## src/rtl/bypass_rx_slot_ctrl.sv

```systemverilog
// Slot allocator and flow controller for the raw-Ethernet bypass RX circular buffer.
// Hands out PMTU-sized slots, tracks unconsumed slots, and backpressures or drops on overflow.
module bypass_rx_slot_ctrl #(
  parameter int NUM_SLOTS    = 1024,
  parameter int SLOT_BYTES   = 4096,
  parameter int VADDR_BITS   = 48,
  parameter int LEN_BITS     = 28,
  parameter int DROP_ON_FULL = 0,
  localparam int IDX_BITS    = $clog2(NUM_SLOTS)
) (
  input  logic                  nclk,
  input  logic                  nresetn,
  input  logic                  cfg_valid,
  input  logic [VADDR_BITS-1:0] cfg_base,
  input  logic                  req_valid,
  output logic                  req_ready,
  input  logic [LEN_BITS-1:0]   req_len,
  output logic                  rsp_valid,
  input  logic                  rsp_ready,
  output logic [VADDR_BITS-1:0] rsp_vaddr,
  output logic [LEN_BITS-1:0]   rsp_len,
  output logic [IDX_BITS-1:0]   rsp_slot,
  output logic                  rsp_drop,
  input  logic                  free_valid,
  input  logic [IDX_BITS:0]     free_count,
  output logic [IDX_BITS:0]     occupancy,
  output logic                  full,
  output logic [31:0]           drop_count,
  output logic                  err_pulse
);

  localparam int SLOT_SHIFT = $clog2(SLOT_BYTES);

  typedef enum logic [1:0] {UNCFG, RUN, HOLD} state_t;

  state_t                  state_reg;
  logic [1:0]              rst_sync_reg;
  logic                    rst_n;
  logic [VADDR_BITS-1:0]   base_reg;
  logic [IDX_BITS-1:0]     wr_idx_reg;
  logic [IDX_BITS:0]       occupancy_reg;
  logic [VADDR_BITS-1:0]   rsp_vaddr_reg;
  logic [LEN_BITS-1:0]     rsp_len_reg;
  logic [IDX_BITS-1:0]     rsp_slot_reg;
  logic                    rsp_valid_reg;
  logic                    rsp_drop_reg;
  logic [31:0]             drop_count_reg;
  logic                    err_reg;

  logic                    full_now;
  logic                    accept;
  logic                    alloc;
  logic                    len_over;
  logic                    free_en;
  logic                    free_over;
  logic [IDX_BITS:0]       occ_sum;
  logic [IDX_BITS:0]       occupancy_next;
  logic [VADDR_BITS-1:0]   slot_offset;

  // Reset asserts immediately but releases synchronously to nclk.
  always_ff @(posedge nclk or negedge nresetn) begin
    if (!nresetn) rst_sync_reg <= 2'b00;
    else          rst_sync_reg <= {rst_sync_reg[0], 1'b1};
  end
  assign rst_n = rst_sync_reg[1];

  assign full_now  = (occupancy_reg == (IDX_BITS+1)'(NUM_SLOTS));
  assign req_ready = ((state_reg == RUN) || ((state_reg == HOLD) && rsp_ready))
                     && (!full_now || (DROP_ON_FULL != 0)) && !cfg_valid;
  assign accept    = req_valid && req_ready;
  assign alloc     = accept && !full_now;
  assign len_over  = (req_len > LEN_BITS'(SLOT_BYTES));
  assign free_en   = free_valid && (state_reg != UNCFG) && !cfg_valid;
  assign occ_sum   = occupancy_reg + (IDX_BITS+1)'(alloc);
  assign free_over = free_en && (free_count > occ_sum);
  assign slot_offset = VADDR_BITS'(wr_idx_reg) << SLOT_SHIFT;

  // Release is clamped against the post-allocation count.
  always_comb begin
    occupancy_next = occ_sum;
    if (free_en) begin
      if (free_over) occupancy_next = '0;
      else           occupancy_next = occ_sum - free_count;
    end
  end

  always_ff @(posedge nclk or negedge rst_n) begin
    if (!rst_n) begin
      state_reg      <= UNCFG;
      base_reg       <= '0;
      wr_idx_reg     <= '0;
      occupancy_reg  <= '0;
      rsp_valid_reg  <= 1'b0;
      rsp_vaddr_reg  <= '0;
      rsp_len_reg    <= '0;
      rsp_slot_reg   <= '0;
      rsp_drop_reg   <= 1'b0;
      drop_count_reg <= '0;
      err_reg        <= 1'b0;
    end else if (cfg_valid) begin
      state_reg     <= RUN;
      base_reg      <= cfg_base;
      wr_idx_reg    <= '0;
      occupancy_reg <= '0;
      rsp_valid_reg <= 1'b0;
      rsp_drop_reg  <= 1'b0;
      err_reg       <= 1'b0;
    end else begin
      err_reg       <= (accept && len_over) || free_over;
      occupancy_reg <= occupancy_next;
      if (accept) begin
        state_reg     <= HOLD;
        rsp_valid_reg <= 1'b1;
        rsp_vaddr_reg <= base_reg + slot_offset;
        rsp_slot_reg  <= wr_idx_reg;
        rsp_len_reg   <= len_over ? LEN_BITS'(SLOT_BYTES) : req_len;
        rsp_drop_reg  <= !alloc;
        if (alloc) begin
          wr_idx_reg <= wr_idx_reg + 1'b1;
        end else if (drop_count_reg != 32'hFFFF_FFFF) begin
          drop_count_reg <= drop_count_reg + 32'd1;
        end
      end else if ((state_reg == HOLD) && rsp_ready) begin
        state_reg     <= RUN;
        rsp_valid_reg <= 1'b0;
      end
    end
  end

  assign rsp_valid  = rsp_valid_reg;
  assign rsp_vaddr  = rsp_vaddr_reg;
  assign rsp_len    = rsp_len_reg;
  assign rsp_slot   = rsp_slot_reg;
  assign rsp_drop   = rsp_drop_reg;
  assign occupancy  = occupancy_reg;
  assign full       = full_now;
  assign drop_count = drop_count_reg;
  assign err_pulse  = err_reg;

endmodule
```

## config.mk

```make
export PLATFORM = sky130hd
export DESIGN_NAME = bypass_rx_slot_ctrl
export DESIGN_NICKNAME = d
export VERILOG_FILES = /design/src/rtl/bypass_rx_slot_ctrl.sv
export SDC_FILE = /design/constraint.sdc
export NUM_CORES = 1
export LEC_CHECK = 0
export BUFFER_PORTS_ARGS = -buffer_cell sky130_fd_sc_hd__buf_4
export CORE_MARGIN = 5
export CORE_UTILIZATION = 30
export CTS_CLUSTER_SIZE = 8
export DETAILED_ROUTE_END_ITERATION = 8
export PLACE_DENSITY_LB_ADDON = 0.08
export SLEW_MARGIN = 0
export SYNTH_ARGS = -nofsm -noshare
export SYNTH_HDL_FRONTEND = slang
export SYNTH_SLANG_ARGS = --single-unit
```

## constraint.sdc

```tcl
create_clock -name nclk -period 9.2 [get_ports nclk]
set_input_delay 2.3 -clock nclk [delete_from_list [all_inputs] [get_ports nclk]]
set_output_delay 2.3 -clock nclk [all_outputs]
set_load 0.02 [all_outputs]
```

# ---- Yosys cells after proc, flatten, opt, wreduce, memory -nomap -nowiden
# Cells that the tools add are included.
# W data, S select, Z words.
dict set report totals {
  ff_bits 194
  latch_bits 0
  mem_bits_rw 0
  romBits 0
  in_bits 93
  out_inout_bits 134
  word_cells 62
  n_memories 0
}
dict set report op_classes {
  add_sub_neg 5
  n_mul 0
  n_div 0
  magnitude_cmp 2
  n_eq_ne 4
  shifts 0
  muxes 16
  bitwise_logic 2
  n_reduce_logical 21
}
# cell n
set op_table {}
lappend op_table {{$add A48 B22 Y48} 1}
lappend op_table {{$mux W11} 3}
lappend op_table {{$add A32 B1 Y32 const B} 1}
lappend op_table {{$ne A32 B32 Y1 const B} 1}
lappend op_table {{$mux W10} 3}
lappend op_table {{$gt A28 B13 Y1 const B} 1}
lappend op_table {{$mux W28} 1}
lappend op_table {{$add A11 B1 Y11} 1}
lappend op_table {{$eq A11 B11 Y1 const B} 1}
lappend op_table {{$gt A11 B11 Y1} 1}
lappend op_table {{$sub A11 B11 Y11} 1}
lappend op_table {{$add A10 B1 Y10 const B} 1}
lappend op_table {{$logic_and A1 B1 Y1} 9}
lappend op_table {{$mux W1} 6}
lappend op_table {{$mux W2} 3}
lappend op_table {{$reduce_bool A2 Y1} 3}
lappend op_table {{$reduce_and A2 Y1} 2}
lappend op_table {{$reduce_and A4 Y1} 1}
lappend op_table {{$logic_not A1 Y1} 3}
lappend op_table {{$reduce_bool A3 Y1} 1}
lappend op_table {{$eq A2 B1 Y1 const B} 1}
lappend op_table {{$eq A2 B2 Y1 const B} 1}
lappend op_table {{$logic_or A1 B1 Y1} 2}
lappend op_table {{$not A1 Y1} 2}

# ---- Longest topological paths before layout
dict set report depth {
  depth_word 13
  mapped_depth 17
  mapped_depth_nobuf 16
}

# ---- Least setup slack after synthesis
# Ideal clock, no wire load.
dict set report synth_timing {
  path_kind {in2out}
  start {in cfg_valid}
  end {out req_ready}
  t_arrival_ps 3139
  t_required_ps 6900
  path_slack_ps 3761
  path_stages 4
  path_buffers 2
  cell_sequence {clkbuf_1 clkbuf_1 a21o_1 nor2_1}
}
dict set report synth_via {
  elab_chain_cells 2
}
# item line_no
set synth_rtl {}
lappend synth_rtl {{start, declared} 13} ;# input logic cfg_valid,
lappend synth_rtl {{$logic_not A1 Y1} 69} ;# && (!full_now || (DROP_ON_FULL != 0)) && !cfg_valid;
lappend synth_rtl {{$logic_and A1 B1 Y1} 69}
lappend synth_rtl {{end, declared} 16} ;# output logic req_ready,
# Every way passes these cells.

# ---- Worst setup path in the final report
dict set report layout_timing {
  start {in cfg_valid}
  end {reg occupancy_reg[5], in the netlist occupancy[5]}
}
dict set report layout_via {
  elab_chain_cells 10
  elab_cells_between_ends 12
  cone_classes {add/sub: 2; order compare: 1; mux: 3; reduce/logical: 6}
}
# item line_no
set layout_rtl {}
lappend layout_rtl {{$logic_not A1 Y1} {69, 73}}
lappend layout_rtl {{$logic_and A1 B1 Y1} 69}
lappend layout_rtl {{$logic_and A1 B1 Y1} 70} ;# assign accept = req_valid && req_ready;
lappend layout_rtl {{$logic_and A1 B1 Y1} 71} ;# assign alloc = accept && !full_now;
lappend layout_rtl {{$add A11 B1 Y11} 74} ;# assign occ_sum = occupancy_reg + (IDX_BITS+1)'(alloc);
lappend layout_rtl {{$gt A11 B11 Y1} 75} ;# assign free_over = free_en && (free_count > occ_sum);
lappend layout_rtl {{$logic_and A1 B1 Y1} 75}
lappend layout_rtl {{$mux W11} 82} ;# if (free_over) occupancy_next = '0;
lappend layout_rtl {{$mux W11} 81} ;# if (free_en) begin
lappend layout_rtl {{$mux W11 (*)} 100} ;# end else if (cfg_valid) begin
lappend layout_rtl {{end signal, assigned} 110} ;# occupancy_reg <= occupancy_next;
lappend layout_rtl {{end, declared} 41} ;# logic [IDX_BITS:0] occupancy_reg;
# Mark *: on every way between the ends. The rest lies on a longest branch, timed or not.
# A chain may end at the register's enable or synchronous reset.

==> results <==
- The flow ran to the end, and the final reports show no timing, DRC or antenna violations.
- The core area is 28500 um2.
- After synthesis, the cell types taking the most area are sky130_fd_sc_hd__dfrtp_1, sky130_fd_sc_hd__mux2_2, sky130_fd_sc_hd__nand2_1.
- The initial antenna violation count came to 0.
- The worst pin sits at a relative slew slack of 0.347.
- Counting along the longest clock path gives a buffer depth of 2.
- The routed via count divided by cell count is 4.52.
- For this configuration, the core starts out at a cell density of 0.303.
- In this design, the stage delay of the slowest critical-path cell is 610 ps.
- The worst hold path stage count is 0.
- The most used cell along the critical path is sky130_fd_sc_hd__ha_1.
- Traced cell by cell, the critical path runs through buf_4 > a21oi_1 > nand2_4 > inv_2 > ha_1 > ha_1 > nand3_1 > xnor2_1 > ha_1 > or3_1 > o211a_1 > a31o_2 > nand2_1 > o21ai_0.
- The congestion estimate from routability-driven global placement came to 0.772.
- The clock net sink count is 193.
- At the end of the flow, the number of nets in the layout was 1110.
- The pin count of the biggest net entering global routing is 86.
- Summed over all nets, the half-perimeter wirelength after detailed placement is 16200 um.
- Of the cells placed in the final design, the portion with a size suffix greater than 1 is 0.316.
- The residual antenna-violating net count after detailed routing is 0.
- The origin of the critical flop-to-flop path is occupancy[2].
- The root buffer cell is sky130_fd_sc_hd__clkbuf_16.
- The number of distinct library cells after synthesis is 59.
- The synthesized net count is 923.
- For this design the ratio of total power to cell area is 201 nW/um2.
- The H-tree generated during clock tree synthesis spans 4 levels.
- The tightest min-delay check is of the reg2reg type.
- The area added between synthesis and finish is 30.0%.
- The critical path is of the in2reg type.
- The routed length on met1 is 11100 um.
- The detailed-route wire length is 22700 um.
- The final hold violation count is 0.
- The all-layer global routing usage is 0.139.
- The largest voltage drop on the vdd net is 0.100 mV.
- In this run, post-CTS repair resized a total of 0 instances.
- STA puts the critical path data arrival time at 6580 ps.
- The DRC marker count from the first detailed-route iteration is 236.
- Post-CTS timing repair inserted 0 buffers for setup.
- Counting flops and latches in the post-synthesis netlist gives 193.
- The count of warnings emitted by yosys is 0.
- During I/O placement, the number of pins put on the boundary was 227.
- The mapped netlist covers 8640 um2.
- The endpoint identified for the worst register-to-register timing path is occupancy[5].
- The clock slew seen by the registers of the worst setup and hold paths is 80 ps.
- The core utilization of the finished layout is 0.394.
- The via count of the first global-routing pass is 6655.
- The final clock period utilization by the worst path is 0.683.
- The instance count of the mapped netlist is 804.
- Setup repair after global routing left no endpoint under its margin.
- The startpoint identified for the worst hold timing path is rst_sync_reg[0].
- The die is 180 um wide.
- The cell taking the most area after synthesis is sky130_fd_sc_hd__dfrtp_1.
- The floorplan die area is 32300 um2.
- In this run the vertical extent of the chip is 180 um.
- The pin slew with the least headroom to its limit is 979 ps.
- The max capacitance violation total is 0.
- The first detailed-routing pass took 4 iterations.
- Dividing the detail-routed wire length by the instance count gives 16.3 um.
- Based on the critical path, the design can be clocked at up to 0.159 GHz.
- Port buffering added 226 buffers.
- Of all flip-flops after synthesis, the portion carrying an async set or reset was 1.00.
- For the worst flop-to-flop path, the logic depth is 14.
- The clock arrives with 13.8 ps of skew.
- TritonCTS built the clock tree.
- After filler insertion, the fill cell instance count of the layout stands at 2905.
- Summed over all layers, the global routing overflow is 0.
- The antenna diode count is 0.
- The most frequent cell after synthesis is sky130_fd_sc_hd__dfrtp_1.
- The area of placed instances is 10600 um2.
- The master of the slowest instance on the critical path is sky130_fd_sc_hd__inv_2.
- For the finished layout, the period the worst path requires is 6280 ps.
- The floorplan has 62 rows.
- Detailed routing placed a total of 1470 um of wire on met3.
- For this run, design rule violations remaining after detail routing come to 0.
- Across all layers, the routed design uses 6273 vias.
- The critical path startpoint category is a primary input.
- The kind of end point of the critical path is a flip-flop.
- Setup slack on the worst reg-to-reg path comes out at 4550 ps.
- The post-synthesis average cell area is 10.7 um2.
- The uppermost signal routing layer after detailed routing is met4.
- The highest fanout seen on the critical path is 67.
- By count the netlist is led by sky130_fd_sc_hd__dfrtp_1, sky130_fd_sc_hd__nand2_1, sky130_fd_sc_hd__clkbuf_1.
- The number of hold-repair buffers added at the cts stage is 0.
- The first global-routing pass estimated 36700 um of wire.
- The count of final setup violators is 0.
- The final instance area is 11200 um2.
- For this design the static power due to leakage is 5.48 nW.
- The share of synthesized area in the top cell type comes to 0.559.
- The required time at the worst-slack endpoint is 9500 ps.
- The number of max-slew violations in the final report was 0.
- The most instantiated flip-flop cell in the synthesis netlist is sky130_fd_sc_hd__dfrtp_1.
- Of the synthesized area, sequential elements account for 0.559.
- Detailed routing placed a total of 9890 um of wire on met2.
- The total negative slack for setup checks is 0 ps.
- The later-pin clock latency in the skew report is 430 ps.
- For hold timing, the worst endpoint is rst_sync_reg[1].
- The count of flip-flops with a built-in enable after synthesis is 0.
- The number of clock buffers added by TritonCTS is 17.
## report_power, final
| group | leakage [nW] | switching [mW] | total [mW] | internal (mW) |
|---|---|---|---|---|
| Combinational | 2.68 | 0.255 | 0.453 | 0.198 |
| Clock | 0.299 | 0.383 | 0.778 | 0.395 |
| Sequential | 2.50 | 0.0739 | 1.02 | 0.948 |
| Total | 5.48 | 0.712 | 2.25 | 1.54 |
## worst max-delay path by stage
stage                         end       startpoint  cells after the start  slack, ps
detailed placement   occupancy[5]        cfg_valid                     14       2360
finish               occupancy[5]        cfg_valid                     14       2920
global route         occupancy[5]        cfg_valid                     14       2540
CTS                  occupancy[5]        cfg_valid                     14       2840
global placement    occupancy[10]        cfg_valid                     14       2420
floorplan             base_reg[0]  rst_sync_reg[1]                      0       3420
## worst max-delay path, delay by kind of cell
| family | cells | cell delay [ps] |
|---|---|---|
| buffers and inverters | 2 | 970 |
| AOI/OAI and AO/OA | 4 | 960 |
| adders and majority gates | 3 | 990 |
| xor gates and xnor gates | 1 | 260 |
| and+or+nand+nor | 4 | 1050 |
## through the flow
| step | hold slack, ps | instances | worst slack (ps) | total power [mW] |
|---|---|---|---|---|
| floorplan | 331 | 804 | 3420 | 1.28 |
| global placement | 335 | 1356 | 2420 | 1.50 |
| detailed placement | 339 | 1356 | 2360 | 1.50 |
| CTS | 358 | 1388 | 2840 | 2.30 |
| global route | 384 | 1388 | 2540 | 2.38 |
| finish | 354 | 1388 | 2920 | 2.25 |
## cells in the final DEF (no fill, tap or decap), drive strengths merged, types with 4 or more instances in the layout
cell	n
nand3	14
a21o	6
clkbuf	18
ha	24
xor2	28
nor2	27
dfrtp	193
o31ai	4
or3	6
nor2b	4
clkinv	7
and3	10
buf	230
o21ai	58
nand4	8
a211oi	5
a21oi	19
xnor2	24
a22o	12
nor4	9
and2	19
inv	27
nand2	131
nand2b	14
o311ai	6
mux2	46
nor3	11
## cells by family after synthesis
logic type | after synthesis | synth area share
simple gates | 269 | 0.152
other cells | 1 | 0.000434
compound gates | 133 | 0.0975
fa+ha+maj | 26 | 0.0394
buf+inv | 83 | 0.0374
mux | 47 | 0.0611
flops | 193 | 0.559
xor+xnor | 52 | 0.0527
## cell type report
class | count | area (um2) | share of cell area
well taps | 384 | 480 | 0.0428
clock buffers | 18 | 429 | 0.0382
multi-input cells | 528 | 3490 | 0.311
repair buffers | 230 | 1730 | 0.154
inverters | 21 | 78.8 | 0.00702
flip-flops and latches | 193 | 4830 | 0.430
clock inverters | 14 | 191 | 0.0170
## metal layers
| layer | up-vias | GRT usage |
|---|---|---|
| met5 | - | 0 |
| met4 | 0 | 0.0338 |
| met3 | 16 | 0.0443 |
| met2 | 179 | 0.207 |
| met1 | 2960 | 0.198 |
| li1 | 3118 | - |
(Power assumes the default switching activity.)
